### src/rtl/mul_pkg.sv
// Shared types and sizing helpers for the seq_multiplier slice.
// The signed datapath is compiled in only when SEQ_MUL_SIGNED_EN is defined.
package mul_pkg;

  typedef enum logic [1:0] {
    IDLE = 2'd0,
    CALC = 2'd1,
    DONE = 2'd2
  } mul_state_e;

  localparam int MUL_MIN_WIDTH = 2;
  localparam int MUL_MAX_WIDTH = 32;

  // Step counter width: enough bits to count 0..width.
  function automatic int cnt_width(input int width);
    return $clog2(width + 1);
  endfunction

endpackage

### src/rtl/mul_ripple_adder.sv
// N-bit ripple-carry adder/subtractor built from a chain of full-adder cells.
// sub_i=1 computes a_i - b_i by inverting b_i and injecting a carry-in of 1.
module mul_ripple_adder #(
  parameter int N = 9
) (
  input  logic [N-1:0] a_i,
  input  logic [N-1:0] b_i,
  input  logic         sub_i,
  output logic [N-1:0] sum_o,
  output logic         cout_o
);

  logic [N:0]   carry;
  logic [N-1:0] b_eff;

  assign b_eff    = b_i ^ {N{sub_i}};
  assign carry[0] = sub_i;

  for (genvar i = 0; i < N; i++) begin : g_fa
    logic p;
    assign p          = a_i[i] ^ b_eff[i];
    assign sum_o[i]   = p ^ carry[i];
    assign carry[i+1] = (a_i[i] & b_eff[i]) | (carry[i] & p);
  end

  assign cout_o = carry[N];

endmodule

### src/rtl/seq_multiplier.sv
// Sequential shift-add multiplier: one WIDTH+1 bit adder reused over WIDTH steps.
// Define SEQ_MUL_SIGNED_EN to enable two's-complement operation via signed_mode.
module seq_multiplier
  import mul_pkg::*;
#(
  parameter int WIDTH = 8
) (
  input  logic               clk,
  input  logic               rst,
  input  logic               in_valid,
  output logic               in_ready,
  input  logic [WIDTH-1:0]   a,
  input  logic [WIDTH-1:0]   b,
  input  logic               signed_mode,
  output logic               out_valid,
  input  logic               out_ready,
  output logic [2*WIDTH-1:0] product,
  output logic               busy
);

  localparam int CNT_W = cnt_width(WIDTH);
  localparam int AW    = WIDTH + 1;

  // Handshakes: a transfer happens on a rising edge where valid && ready are
  // both high; ready/valid here are decoded purely from the registered state.

  mul_state_e         state_q;
  logic [WIDTH-1:0]   mcand_q;
  logic [WIDTH-1:0]   mplier_q;
  logic [AW-1:0]      acc_q;
  logic [CNT_W-1:0]   cnt_q;
  logic               sgn_q;
  logic [2*WIDTH-1:0] product_q;

  logic sgn_in;
`ifdef SEQ_MUL_SIGNED_EN
  assign sgn_in = signed_mode;
`else
  logic unused_signed_mode;
  assign unused_signed_mode = signed_mode;
  assign sgn_in             = 1'b0;
`endif

  logic             last_step;
  logic             step_bit;
  logic             step_sub;
  logic [AW-1:0]    addend;
  logic [AW-1:0]    step_sum;
  logic [AW-1:0]    acc_d;
  logic [WIDTH-1:0] mplier_d;
  logic             unused_cout;

  // The multiplier MSB carries negative weight in signed mode, hence the subtract.
  always_comb begin
    last_step = (cnt_q == CNT_W'(WIDTH - 1));
    step_bit  = mplier_q[0];
    step_sub  = sgn_q & last_step & step_bit;
    addend    = '0;
    if (step_bit) begin
      addend = {sgn_q & mcand_q[WIDTH-1], mcand_q};
    end
    acc_d    = {sgn_q & step_sum[AW-1], step_sum[AW-1:1]};
    mplier_d = {step_sum[0], mplier_q[WIDTH-1:1]};
  end

  mul_ripple_adder #(
    .N(AW)
  ) u_adder (
    .a_i   (acc_q),
    .b_i   (addend),
    .sub_i (step_sub),
    .sum_o (step_sum),
    .cout_o(unused_cout)
  );

  always_ff @(posedge clk) begin
    if (rst) begin
      state_q   <= IDLE;
      mcand_q   <= '0;
      mplier_q  <= '0;
      acc_q     <= '0;
      cnt_q     <= '0;
      sgn_q     <= 1'b0;
      product_q <= '0;
    end else begin
      case (state_q)
        IDLE: begin
          if (in_valid) begin
            mcand_q  <= a;
            mplier_q <= b;
            sgn_q    <= sgn_in;
            acc_q    <= '0;
            cnt_q    <= '0;
            state_q  <= CALC;
          end
        end
        CALC: begin
          acc_q    <= acc_d;
          mplier_q <= mplier_d;
          cnt_q    <= cnt_q + CNT_W'(1);
          if (last_step) begin
            // Low product bits have been shifted into the multiplier register.
            product_q <= {acc_d[WIDTH-1:0], mplier_d};
            state_q   <= DONE;
          end
        end
        DONE: begin
          if (out_ready) begin
            state_q <= IDLE;
          end
        end
        default: state_q <= IDLE;
      endcase
    end
  end

  assign in_ready  = (state_q == IDLE);
  assign out_valid = (state_q == DONE);
  assign busy      = (state_q != IDLE);
  assign product   = product_q;

endmodule
### config.mk
export PLATFORM = sky130hd
export DESIGN_NAME = seq_multiplier
export DESIGN_NICKNAME = d
export VERILOG_FILES = /design/src/rtl/mul_pkg.sv /design/src/rtl/mul_ripple_adder.sv /design/src/rtl/seq_multiplier.sv
export SDC_FILE = /design/constraint.sdc
export NUM_CORES = 1
export LEC_CHECK = 0
export CAP_MARGIN = 15
export CORE_ASPECT_RATIO = 1.25
export CORE_MARGIN = 2
export CORE_UTILIZATION = 45
export CTS_BUF_LIST = sky130_fd_sc_hd__clkbuf_4 sky130_fd_sc_hd__clkbuf_8
export DETAILED_ROUTE_END_ITERATION = 7
export DONT_BUFFER_PORTS = 1
export PLACE_DENSITY_LB_ADDON = 0.15
export SLEW_MARGIN = 20
export SYNTH_ARGS = -nofsm -noshare
export SYNTH_HDL_FRONTEND = slang
export SYNTH_SLANG_ARGS = --single-unit
### constraint.sdc
create_clock -name clk -period 3.65 [get_ports clk]
set_input_delay 0.5475 -clock clk [delete_from_list [all_inputs] [get_ports clk]]
set_output_delay 0.5475 -clock clk [all_outputs]
set_load 0.05 [all_outputs]
==> metrics.cfg <==
[timing]
hold_ws_ns=0.307
clock_skew_ns=0.0110
worstMarginPinSlew_ns=0.982
fmaxAchievable_mhz=283
drv_slew=0
setup_viol=0
fin_tns_setup_ns=0
finalHoldViolCount=0
period_needed_ns=3.53
fin_crit_sh=0.967
rsz0062_at_grt=false
slew_headroom=0.344

[clock_tree]
clk_latency_ns=0.30
clk_pin_slew_ns=0.08
cts_buffers=5
cts_root_buf=clkbuf_8
cts_tree=built
htreeDepth=2
clockBufferDepth=2
hold_buffers=0
clock-sinks=46

[logic_synthesis]
synth.most_common_cell=dfxtp_1
ys_top_cells_by_area=dfxtp_1 44%, a21oi_1 9.3%, fa_1 6.7%, nand2_1 4.5%, nand3_1 4.3%
synth_area_mm2=0.00209
syn_avg_cell_area_um2=8.89
yosysWarnings=0
ys.flop_type=dfxtp_1
ys_seq_elements=46
yosysTopAreaCell=dfxtp_1
synth_common_cells=46 x dfxtp_1, 39 x a21oi_1, 25 x nand2_1, 18 x nand3_1, 15 x inv_1
synth_edf_count=0
async_reset_ff_frac=0
synth_cell_type_count=31
synth_nets=265
yosys.area.top_type_share=0.441
netlist_instances=235
seq_area_frac_synth=0.441

[critical_path]
cpMostUsedCell=fa_2
cpMaxStageDelayCell=fa_1
critPathTopFamily=adder cells
path_cells=and2_1 > ha_1 > inv_1 > fa_2 > fa_2 > fa_2 > fa_2 > fa_2 > fa_2 > fa_1 > nand2b_1 > a21oi_1
critPathArrivalTime_ns=3.77
path_max_fanout=2
timing.critical_path.buf_inv=1
path_class=flip-flop to flip-flop
cp-end-kind=flip-flop
start_kind=flip-flop
worstPathRequired_ns=3.89
max_stage_delay_ns=0.45

[floorplanning]
io_pins=40
fp.dieArea_mm2=0.00521
die-height_um=80.2
start_util=0.472
core_region_area_mm2=0.00443
rows=27
die_w_um=65.0

[global_routing]
antenna_found_initial=0
grt_pass1_vias=1567
grt_max_degree=47
grt.total_usage=0.186
grt_pass1_wl_um=7330
grt_overflow=0

[drt]
route.detailed.drc=0
drt_iter0_drc=100
num_vias=1563
first_pass_iters=4
drtAntennaViolNets=0
wire_per_inst_um=15.3
met1_length_um=1810
vias_per_cell=5.50
wl_met2_um=2220
wl_met3_um=218
wirelength_um=4360
dr.max_layer_used=met4

[finish]
drive_above_1_share=0.133
nNetsFinal=255
area_growth_pct=5.15
multi_input_area_mm2=0.00101
nFillCells=449
n_antenna_cell=0
seqCellArea_um2=921

[pwr]
p_leak_nw=0.730
internal-power_uw=743
clock_power_share=0.383
combinationalPowerShare=0.072
power.density_mw_per_mm2=442
switching_share=0.235
power.switching_uw=228
pwr-share-seq=0.545
max-vdd-ir-drop_mv=0.196

[placed_design]
hpwl_um=3090
place.gp.congestion=0.739
port_buffers=0

[job]
maxCapViolations=0

[hold_path]
hold_class=input port to flip-flop

[run_status]
status=finished clean

==> state kept, by name, indices dropped and copies added, names as in the netlist <==
name	cells
acc_q	8
mplier_q	8
product	16
cnt_q	4
state_q	2
mcand_q	8
==> metal layers <==
metal / GRT usage / up-vias
li1: - / 777
met1: 0.201 / 748
met2: 0.331 / 30
met3: 0.0504 / 8
met4: 0.0915 / 0
met5: 0 / -
==> worst paths after layout <==
path                            from                       to  slack [ns]  depth (start not counted)
max          mcand_q[0]$_SDFFE_PP0P_    acc_q[6]$_SDFFE_PP0P_        0.12                         12
min                              rst  product[7]$_SDFFE_PP0P_        0.31                          1
max reg2reg  mcand_q[0]$_SDFFE_PP0P_    acc_q[6]$_SDFFE_PP0P_        0.12                         12
min reg2reg  mcand_q[3]$_SDFFE_PP0P_  mcand_q[3]$_SDFFE_PP0P_        0.45                          2
==> layout make-up <==
| class | count | share of cell area |
|---|---|---|
| well taps | 58 | 0.0330 |
| multi-input cells | 153 | 0.459 |
| clock buffers | 5 | 0.0313 |
| inverters | 15 | 0.0256 |
| flip-flops and latches | 46 | 0.419 |
| clock inverters | 3 | 0.0182 |
| repair buffers | 4 | 0.0137 |
==> logic make-up (layout without fill, tap and decap cells) <==
family,count (synthesis),count (layout),share of synthesized area
fa+ha+maj,9,9,0.0790
compound gates,69,69,0.220
flops,46,46,0.441
buf+inv,36,27,0.0850
simple gates,75,75,0.175
==> placed cells by master, fill, tap and decap left out, types with 2 or more instances in the layout <==
master	instances
nor2_1	12
nand3_1	18
clkinv_2	2
nand2b_1	9
fa_2	6
a21bo_2	8
ha_1	2
buf_4	4
o221a_1	3
a211oi_1	10
nor2b_1	2
and2_1	2
inv_1	15
nand2_1	25
a2111oi_0	4
clkbuf_8	5
a21oi_1	39
dfxtp_1	46
==> stage by stage <==
stage	power [mW]	cells	area (µm²)	setup slack, ns	utilization
CTS	0.984	284	2190	0.00937	0.495
detailed placement	0.611	276	2080	-0.0177	0.470
global route	1.01	284	2200	0.00998	0.496
global placement	0.609	276	2080	0.0587	0.470
finish	0.971	284	2200	0.119	0.496
floorplan	0.607	235	2100	0.0147	-
==> power groups by stage <==
| stage | clock [mW] | combinational, mW | sequential (mW) |
|---|---|---|---|
| after floorplan | 0 | 0.0711 | 0.536 |
| after global placement | 0 | 0.0690 | 0.540 |
| after detailed placement | 0 | 0.0705 | 0.541 |
| after CTS | 0.384 | 0.0710 | 0.529 |
| after global routing | 0.398 | 0.0797 | 0.531 |
| final | 0.372 | 0.0700 | 0.529 |
==> worst register-to-register path: stages, from the launching register on <==
cell,delay (ns)
dfxtp_1,0.34
and2_1,0.14
ha_1,0.14
inv_1,0.05
fa_2,0.34
fa_2,0.35
fa_2,0.34
fa_2,0.34
fa_2,0.35
fa_2,0.35
fa_1,0.45
nand2b_1,0.15
a21oi_1,0.12
==> what timing repair did <==
item,CTS,global route
buffers inserted,0,0
pin swaps,0,0
gates resized for setup,1,2
endpoints found under the setup margin,2,4
Note: power is estimated with default switching activity, not from simulation.
